==> src/rtl/pipe_stage_skid_if.sv <==
// Valid/ready payload channel between pipeline stages.
// The producer drives valid/data; the consumer drives ready.
interface pipe_stage_skid_if #(
  parameter int WIDTH = 32
);
  logic             valid;
  logic             ready;
  logic [WIDTH-1:0] data;

  modport master (output valid, output data, input ready);
  modport slave  (input valid, input data, output ready);
endinterface

==> src/rtl/pipe_stage_skid.sv <==
// Inter-stage pipeline register with optional one-entry skid and a saturating stall counter.
// The input-to-output latency is 1 cycle. With SKID=1, ready is a register output and 2 entries absorb a stall; with SKID=0, ready follows the downstream ready.
module pipe_stage_skid #(
  parameter int               WIDTH  = 32,
  parameter logic [WIDTH-1:0] BUBBLE = '0,
  parameter bit               SKID   = 1'b1,
  parameter int               CNT_W  = 16
) (
  input  logic                  clk,
  input  logic                  rst,
  input  logic                  flush,
  pipe_stage_skid_if.slave      up,
  pipe_stage_skid_if.master     down,
  output logic [CNT_W-1:0]      stall_cnt
);

  localparam logic [CNT_W-1:0] CNT_MAX = '1;

  logic             main_valid;
  logic [WIDTH-1:0] main_data;
  logic             skid_valid;
  logic [WIDTH-1:0] skid_data;
  logic             load;
  logic             ready;
  logic             accept;

  assign load = !main_valid || down.ready;

  generate
    if (SKID) begin : g_skid
      // Only depends on local state, so no combinational path from downstream ready.
      assign ready = !skid_valid && !flush;
    end else begin : g_noskid
      assign ready = load && !flush;
    end
  endgenerate

  assign accept     = up.valid && ready;
  assign up.ready   = ready;
  assign down.valid = main_valid;
  assign down.data  = main_data;

  // The main register holds BUBBLE whenever it is empty, so out_data needs no output mux.
  always_ff @(posedge clk) begin
    if (rst) begin
      main_valid <= 1'b0;
      main_data  <= BUBBLE;
      skid_valid <= 1'b0;
      skid_data  <= BUBBLE;
    end else if (flush) begin
      main_valid <= 1'b0;
      main_data  <= BUBBLE;
      skid_valid <= 1'b0;
    end else if (load) begin
      if (skid_valid) begin
        main_valid <= 1'b1;
        main_data  <= skid_data;
        skid_valid <= 1'b0;
      end else begin
        main_valid <= up.valid;
        main_data  <= up.valid ? up.data : BUBBLE;
      end
    end else if (accept) begin
      skid_valid <= 1'b1;
      skid_data  <= up.data;
    end
  end

  always_ff @(posedge clk) begin
    if (rst) begin
      stall_cnt <= '0;
    end else if (main_valid && !down.ready && (stall_cnt != CNT_MAX)) begin
      stall_cnt <= stall_cnt + CNT_W'(1);
    end
  end

endmodule

==> src/flat_wrapper.sv <==
// flat-port wrapper written by rule: the top's interface ports become plain ports
module pipe_stage_skid_flat 
#(
  parameter int               WIDTH  = 32,
  parameter logic [WIDTH-1:0] BUBBLE = '0,
  parameter bit               SKID   = 1'b1,
  parameter int               CNT_W  = 16
)
  (clk, rst, flush, stall_cnt, up_valid, up_data, up_ready, down_valid, down_data, down_ready);
  pipe_stage_skid_if #(.WIDTH(WIDTH)) up_i ();
  pipe_stage_skid_if #(.WIDTH(WIDTH)) down_i ();
  input  logic clk;
  input  logic rst;
  input  logic flush;
  output logic [CNT_W-1:0] stall_cnt;
  input wire logic [$bits(up_i.valid)-1:0] up_valid;
  input wire logic [$bits(up_i.data)-1:0] up_data;
  output wire logic [$bits(up_i.ready)-1:0] up_ready;
  output wire logic [$bits(down_i.valid)-1:0] down_valid;
  output wire logic [$bits(down_i.data)-1:0] down_data;
  input wire logic [$bits(down_i.ready)-1:0] down_ready;
  assign up_i.valid = up_valid;
  assign up_i.data = up_data;
  assign up_ready = up_i.ready;
  assign down_valid = down_i.valid;
  assign down_data = down_i.data;
  assign down_i.ready = down_ready;
  pipe_stage_skid #(.WIDTH(WIDTH), .BUBBLE(BUBBLE), .SKID(SKID), .CNT_W(CNT_W)) u_core (.clk(clk), .rst(rst), .flush(flush), .up(up_i), .down(down_i), .stall_cnt(stall_cnt));
endmodule
==> config.mk <==
export PLATFORM = sky130hd
export DESIGN_NAME = pipe_stage_skid_flat
export DESIGN_NICKNAME = d
export VERILOG_FILES = /design/src/rtl/pipe_stage_skid_if.sv /design/src/rtl/pipe_stage_skid.sv /design/src/flat_wrapper.sv
export SDC_FILE = /design/constraint.sdc
export NUM_CORES = 1
export LEC_CHECK = 0
export CORE_MARGIN = 2
export CORE_UTILIZATION = 44
export DETAILED_ROUTE_END_ITERATION = 8
export PLACE_DENSITY = 0.76
export SKIP_LAST_GASP = 1
export SLEW_MARGIN = 25
export SYNTH_ARGS = -nofsm -noshare
export SYNTH_HDL_FRONTEND = slang
export SYNTH_SLANG_ARGS = --single-unit
==> constraint.sdc <==
create_clock -name clk -period 1.75 [get_ports clk]
set_input_delay 0.35 -clock clk [delete_from_list [all_inputs] [get_ports clk]]
set_output_delay 0.35 -clock clk [all_outputs]
set_load 0.05 [all_outputs]
==> results.cfg, run 1 <==
[worst_setup_path]
worstPathArrival_ns = 1.89
end_kind = flip-flop
r2r_slack_ns = 0.09
worstPathRequired_ns = 1.98
reg2reg_from = u_core.stall_cnt[0]
path_class = flip-flop to flip-flop
cp_max_fo = 6
worstRegToRegCells = 5
crit-reg2reg-capture = u_core.stall_cnt[3]
crit_path_start_kind = flip-flop

[layout]
layout-drive-gt1-share_pct = 24.49
fin_cells = 588
nNetsFinal = 519
area_growth_pct = 35.57
antenna_cells = 0
fin_area_sq_um = 4631
final_core_util_pct = 60.87

[global_route]
grt_max_degree = 38
grt_remaining_overflow = 0
grt_usage_pct = 19.60
grt_pass1_vias = 2925
antenna_found_initial = 0
grt_pass1_wl_mm = 13.44

[clock_network]
cts_hold_buf = 0
clk_latency_ns = 0.34
root_buffer = clkbuf_8
htreeDepth = 3
cts.path.max_buffers = 2
cts_buffers = 9
cts_tree = built
clk_pin_slew_ns = 0.08
cts_num_sinks = 82

[flow_run]
maxCapViolations = 0

[place]
finalWeightedCongestion = 0.7628
dp_slack_ns = -0.1235
place_area_sq_um = 4414
dp_hpwl_mm = 5.628
io_buffers = 86
dp_cells = 572

[logic_synthesis]
synth_area_leaders = dfxtp_1 48%, mux2i_1 9.4%, nand2_1 7.7%
synth_top_cell_area_share_pct = 48.06
synth_common_cells = 82 x dfxtp_1, 70 x nand2_1, 46 x a21oi_1, 38 x nor2_1
synth_most_common_cell = dfxtp_1
synth_edf_count = 0
synth_top_cell_by_area = dfxtp_1
synth_cell_type_count = 35
synth_nets = 426
synth_area_sq_um = 3416
synthFlopType = dfxtp_1
yosys_warnings = 0
synth_async_sr_flop_share_pct = 0
ys_seq_area_share_pct = 48.06
ys_seq_elements = 82
netlist_instances = 388
avgSynthCellArea_sq_um = 8.804

[min_path]
worstHoldStart = rst
hold_path_depth = 2
hold-path-endpoint = u_core.stall_cnt[8]
hp-class = input port to flip-flop

[power]
p_leak_nw = 1.779
irDropWorstVdd_mv = 0.4058
power_density_nw_per_um2 = 803.7
intPower_mw = 2.836
pwr-share-comb_pct = 10.1
total_power_mw = 3.722
p_seq_share_pct = 51.4
p_sw_uw = 886.0
p_clk_share_pct = 38.5
p_sw_share_pct = 23.81

[timing]
timing.hold.ws_ns = 0.3872
timing.setup.tns_ns = 0
setup_viol = 0
period_needed_ns = 1.661
worst_clock_skew_ns = 0.009345
worst_pin_slew_ns = 0.4817
relSlewSlack_pct = 67.83
fmaxAchievable_ghz = 0.6019
hold_viol = 0
slew_viol_final = 0
finalCritPeriodShare_pct = 94.94
rsz0062_at_grt = false
worst_slack_ns = 0.08855

[detailed_routing]
drt_iter0_drc = 89
routedWlPerCell_um = 13.57
wirelength_mm = 7.979
dr_total_vias = 3085
drc_errors = 0
via_per_inst = 5.247
ant_nets = 0
first_pass_iters = 4

[floorplanning]
io_pins = 87
core_sq_um = 7607
start_util_pct = 44.90
die_area_sq_um = 8484
die_y_um = 92.11
die_w_um = 92.11
rows = 32

[status]
status = finished, final reports clean
routing by layer:
metal  vias to the layer above  GRT usage (%)  wire, um
li1                       1567              -         -
met1                      1441          23.66      3516
met2                        62          34.01      4016
met3                        15          3.040       267
met4                         0          9.453       179
met5                         -              0         0
flip-flops by register name, summed over array words and instances, names as in the netlist:
register and cells:
u_core.down.valid 1, u_core.stall_cnt 16, u_core.down.data 32, u_core.skid_valid 1, u_core.skid_data 32
power groups by stage:
stage	logic [mW]	registers, mW	clock network, mW
final	0.377	1.91	1.43
after floorplan	0.106	2.05	0
after global routing	0.402	1.92	1.55
after global placement	0.374	1.96	0
after CTS	0.380	1.91	1.47
after detailed placement	0.379	1.96	0
cells by family (layout without fill, tap and decap cells):
logic type	count (synthesis)	in the layout	share of synthesized area, %
mux	34	34	10.04
buf+inv	30	128	3.553
fa+ha+maj	1	1	0.3662
compound gates	95	95	17.51
xor+xnor	1	1	0.2565
simple gates	145	145	20.22
flops	82	82	48.06
how the worst max path moves through the flow:
stage / slack (ns) / endpoint / from
global placement: -0.10 / u_core.stall_cnt[15] / down_ready
detailed placement: -0.12 / u_core.skid_data[31] / down_ready
floorplan: 0.004 / u_core.stall_cnt[3] / u_core.stall_cnt[0]
global route: 0.004 / u_core.stall_cnt[6] / u_core.stall_cnt[0]
CTS: 0.09 / u_core.stall_cnt[15] / u_core.stall_cnt[1]
finish: 0.09 / u_core.stall_cnt[3] / u_core.stall_cnt[0]
what timing repair did:
action / in CTS / in global routing
setup endpoints to repair: 0 / 1
buffers inserted: 0 / 0
gates resized for setup: 0 / 1
cell type report:
cell class | instances | area, sq um
fillers | 686 | 2977
multi-input cells | 276 | 1673
flip-flops and latches | 82 | 1669
repair buffers | 111 | 943.4
clock buffers | 12 | 166.4
well taps | 102 | 127.6
clock inverters | 4 | 47.55
inverters | 1 | 3.754
layout by cell type (no fill, tap or decap), drive strengths merged, types with 2 or more instances in the layout:
cell type	n
clkbuf	12
buf	76
and3	2
a21oi	46
nor2b	3
nand2	70
and4	3
o31ai	4
nor2	38
nand3	5
clkdlybuf4s50	35
nand4	5
or3	7
nor4b	2
mux2	2
o21ai	8
dfxtp	82
nor3	3
mux2i	32
a211oi	32
or4	3
clkinv	2
a211o	2
critical path, cell delays in order, from the launching register on:
cell	delay, ns
dfxtp_4	0.36
ha_4	0.17
nand4_2	0.21
nor4b_4	0.39
nor4b_1	0.10
mux2_1	0.31
No activity file was read; power rests on OpenSTA's default activity.
==> run 2, diff against run 1 <==
- CORE_MARGIN: 2 -> unset
- SLEW_MARGIN: 25 -> unset
==> results.cfg, run 2 (same netlist as run 1, synthesis figures left out) <==
[layout]
layout-drive-gt1-share_pct = 24.79
nNetsFinal = 518
area_growth_pct = 35.49
fin_area_sq_um = 4628
final_cell_mix = 72 x buf_4, 70 x nand2_1, 64 x dfxtp_1
antenna_cells = 0
layout_commonest_cell = buf_4

[clock_network]
cts_tree = built
htreeDepth = 3
cts_buffers = 9
cts_num_sinks = 82
clk_latency_ns = 0.35
cts.path.max_buffers = 2
clk_pin_slew_ns = 0.08
root_buffer = clkbuf_8

[global_route]
grt_pass1_wl_mm = 13.66
grt_max_degree = 41
grt_remaining_overflow = 0
grt_pass1_vias = 3042
antenna_found_initial = 0
grt_usage_pct = 20.71

[floorplanning]
die_area_sq_um = 8120
io_pins = 87
core_sq_um = 7370
rows = 31
die_y_um = 90.11
die_w_um = 90.11
start_util_pct = 46.35

[timing]
timing.hold.ws_ns = 0.3832
period_needed_ns = 1.705
rsz0062_at_grt = true
relSlewSlack_pct = 74.25
worst_clock_skew_ns = 0.006424
fmaxAchievable_ghz = 0.5866
timing.setup.tns_ns = 0
hold_viol = 0
finalCritPeriodShare_pct = 97.41
slew_viol_final = 0
setup_viol = 0
worst_slack_ns = 0.04540
worst_pin_slew_ns = 0.3852

[worst_setup_path]
worstPathArrival_ns = 1.99
end_kind = flip-flop
worstPathRequired_ns = 2.04
cp_max_fo = 6
crit_path_start_kind = flip-flop
r2r_slack_ns = 0.05
path_class = flip-flop to flip-flop

[place]
dp_slack_ns = -0.1915
dp_hpwl_mm = 5.604
io_buffers = 86
finalWeightedCongestion = 0.7217
place_area_sq_um = 4403

[detailed_routing]
drt_iter0_drc = 102
dr_total_vias = 3055
via_per_inst = 5.240
first_pass_iters = 5
ant_nets = 0
drc_errors = 0
routedWlPerCell_um = 13.55
wirelength_mm = 7.900

[min_path]
hp-class = input port to flip-flop

[power]
p_clk_share_pct = 38.8
p_sw_uw = 894.5
p_seq_share_pct = 51.2
intPower_mw = 2.842
p_sw_share_pct = 23.94
irDropWorstVdd_mv = 0.4675
pwr-share-comb_pct = 10.1
power_density_nw_per_um2 = 807.3
p_leak_nw = 1.772

[status]
status = finished, final reports clean

[flow_run]
maxCapViolations = 0
run 2: path summary, 6_finish.rpt:
path	start	cells past startpoint	endpoint
worst max-delay path	u_core.stall_cnt[0]	5	u_core.stall_cnt[15]
worst min-delay path	rst	2	u_core.stall_cnt[8]
worst max register to register	u_core.stall_cnt[0]	5	u_core.stall_cnt[15]
worst min register to register	u_core.skid_data[15]	2	u_core.skid_data[15]
run 2: layout make-up:
type / count / area, sq um
well taps: 99 / 123.9
multi-input cells: 276 / 1689
flip-flops and latches: 82 / 1669
fillers: 671 / 2741
repair buffers: 110 / 935.9
inverters: 1 / 3.754
clock inverters: 6 / 82.58
clock buffers: 9 / 123.9
run 2: metrics by stage:
stage	total power [mW]	cells	utilization (%)
finish	3.737	583	62.80
global route	3.891	583	62.80
CTS	3.777	583	62.55
detailed placement	2.333	568	59.75
global placement	2.329	568	59.75
floorplan	2.152	388	-
run 2: metal layers:
layer  up-vias  track usage [%]  part of all wire, %
met5         -                0                    0
met1      1426            23.61                   44
met4         0            7.527                  1.5
met2        60            36.70                   51
met3        11            5.838                  4.1
li1       1558                -                    -
run 2: worst max-delay path, cell delays in order, from the launching register on:
cell and delay, ns:
dfxtp_4 0.36, ha_4 0.17, and4_2 0.26, a211o_1 0.28, or4_4 0.43, a21oi_2 0.14
run 2: power groups by stage:
stage / clock network [mW] / logic, mW / registers (mW)
2_1_floorplan: 0 / 0.106 / 2.05
3_3_place_gp: 0 / 0.373 / 1.96
3_5_place_dp: 0 / 0.377 / 1.96
4_1_cts: 1.49 / 0.378 / 1.91
5_1_grt: 1.57 / 0.402 / 1.92
6_report: 1.45 / 0.376 / 1.91
run 2: timing repair:
item	CTS	global route
setup endpoints to repair	0	4
hold buffers	0	0
buffers inserted	0	0
gates resized for setup	0	4
==> run 3, diff against run 2 <==
- PLACE_DENSITY: 0.76 -> 0.83
- SKIP_LAST_GASP: 1 -> unset
==> results.cfg, run 3 (same netlist as run 1, synthesis figures left out) <==
[clock_network]
cts_hold_buf = 0
htreeDepth = 3
cts_buffers = 9
cts_tree = built
cts_num_sinks = 82
clk_latency_ns = 0.34
root_buffer = clkbuf_8
cts.path.max_buffers = 2
clk_pin_slew_ns = 0.09

[detailed_routing]
drc_errors = 0
drt_iter0_drc = 126
dr_total_vias = 3117
routedWlPerCell_um = 13.43
wirelength_mm = 7.859
first_pass_iters = 4
via_per_inst = 5.328
ant_nets = 0

[timing]
worst_pin_slew_ns = 0.3979
worst_clock_skew_ns = 0.01269
hold_viol = 0
setup_viol = 0
slew_viol_final = 0
finalCritPeriodShare_pct = 95.98
rsz0062_at_grt = false
relSlewSlack_pct = 73.41
fmaxAchievable_ghz = 0.5953
period_needed_ns = 1.680

[global_route]
antenna_found_initial = 0
grt_remaining_overflow = 0
grt_pass1_vias = 2819
grt_pass1_wl_mm = 13.08
grt_usage_pct = 19.47
grt_max_degree = 34

[flow_run]
maxCapViolations = 0

[worst_setup_path]
slowest_delay_ns = 0.42
worstPathRequired_ns = 2.02
end_kind = flip-flop
cp_max_fo = 6
path_buf_inv = 0
reg2reg_from = u_core.stall_cnt[0]
r2r_slack_ns = 0.07
crit_chain = ha_4 -> and4_1 -> a211o_1 -> or4_4 -> a21oi_2
path_class = flip-flop to flip-flop
worstRegToRegCells = 5
crit-reg2reg-capture = u_core.stall_cnt[15]
crit_path_start_kind = flip-flop
critPathTopFamily = simple AND/OR/NAND/NOR gates
worstPathArrival_ns = 1.95
slowest_stage = or4_4

[floorplanning]
io_pins = 87
core_sq_um = 7370
die_y_um = 90.11
die_area_sq_um = 8120
die_w_um = 90.11
start_util_pct = 46.35
rows = 31

[layout]
fin_area_sq_um = 4678
layout-drive-gt1-share_pct = 24.90
area_growth_pct = 36.96
final_cell_mix = 71 x buf_4, 70 x nand2_1, 64 x dfxtp_1
layout_commonest_cell = buf_4
final_core_util_pct = 63.48
final-seq-area_sq_um = 1669
nNetsFinal = 519
multi_input_area_sq_um = 1689
n_fill_cell = 641
antenna_cells = 0

[min_path]
hold-path-endpoint = u_core.stall_cnt[9]
hold_path_depth = 2
hp-class = input port to flip-flop
worstHoldStart = rst

[place]
dp_hpwl_mm = 5.549
finalWeightedCongestion = 0.7361
io_buffers = 86
place_area_sq_um = 4428

[power]
power_density_nw_per_um2 = 806.7
p_leak_nw = 1.795
irDropWorstVdd_mv = 0.4005

[status]
status = finished, final reports clean
run 3: cell type report:
cell class	count	share of cell area [%]
Sequential cell	82	35.68
Inverter	1	0.08024
Tap cell	99	2.648
Multi-Input combinational cell	276	36.11
Clock inverter	3	0.9361
Timing Repair Buffer	111	20.70
Clock buffer	13	3.851
run 3: metrics by stage:
| step | std cells | power [mW] | hold slack, ns | setup slack (ns) | TNS (ns) |
|---|---|---|---|---|---|
| 6_report | 585 | 3.774 | 0.3088 | 0.07031 | 0 |
| 5_1_grt | 585 | 3.925 | 0.3358 | 0.006478 | 0 |
| 4_1_cts | 584 | 3.798 | 0.2988 | 0.07165 | 0 |
| 3_5_place_dp | 568 | 2.334 | 0.4461 | -0.1520 | -4.252 |
| 3_3_place_gp | 568 | 2.328 | 0.4410 | -0.08807 | -2.234 |
| 2_1_floorplan | 388 | 2.152 | 0.4285 | 0.003699 | 0 |
run 3: what timing repair did:
action / 4_1_cts / 5_1_grt
gates resized for setup: 1 / 3
hold endpoints to repair: 0 / 0
endpoints found under the setup margin: 1 / 3
buffers inserted: 0 / 1
pin swaps: 0 / 1
run 3: worst max path at each step:
stage / depth (start not counted) / end / startpoint
after floorplan: 5 / u_core.stall_cnt[3] / u_core.stall_cnt[0]
after global placement: 6 / u_core.stall_cnt[15] / down_ready
after detailed placement: 6 / u_core.stall_cnt[13] / down_ready
after CTS: 4 / u_core.stall_cnt[4] / u_core.stall_cnt[3]
after global routing: 5 / u_core.stall_cnt[4] / u_core.stall_cnt[1]
final: 5 / u_core.stall_cnt[15] / u_core.stall_cnt[0]
run 3: routing by layer:
layer / track usage, % / wire length [um]
met1: 24.14 / 3416
met2: 33.97 / 3982
met3: 3.892 / 403
met4: 5.780 / 55
met5: 0 / 0
run 3: worst reg2reg max path, stage by stage, from the launching register on:
cell and delay [ns]:
dfxtp_4 0.36, ha_4 0.18, and4_1 0.24, a211o_1 0.29, or4_4 0.42, a21oi_2 0.14
run 3: report_power, final:
| part | total (mW) | internal, mW | switching (mW) | leakage, nW |
|---|---|---|---|---|
| logic | 0.375 | 0.161 | 0.214 | 1.01 |
| clock network | 1.49 | 0.826 | 0.660 | 0.115 |
| registers | 1.91 | 1.89 | 0.0184 | 0.673 |
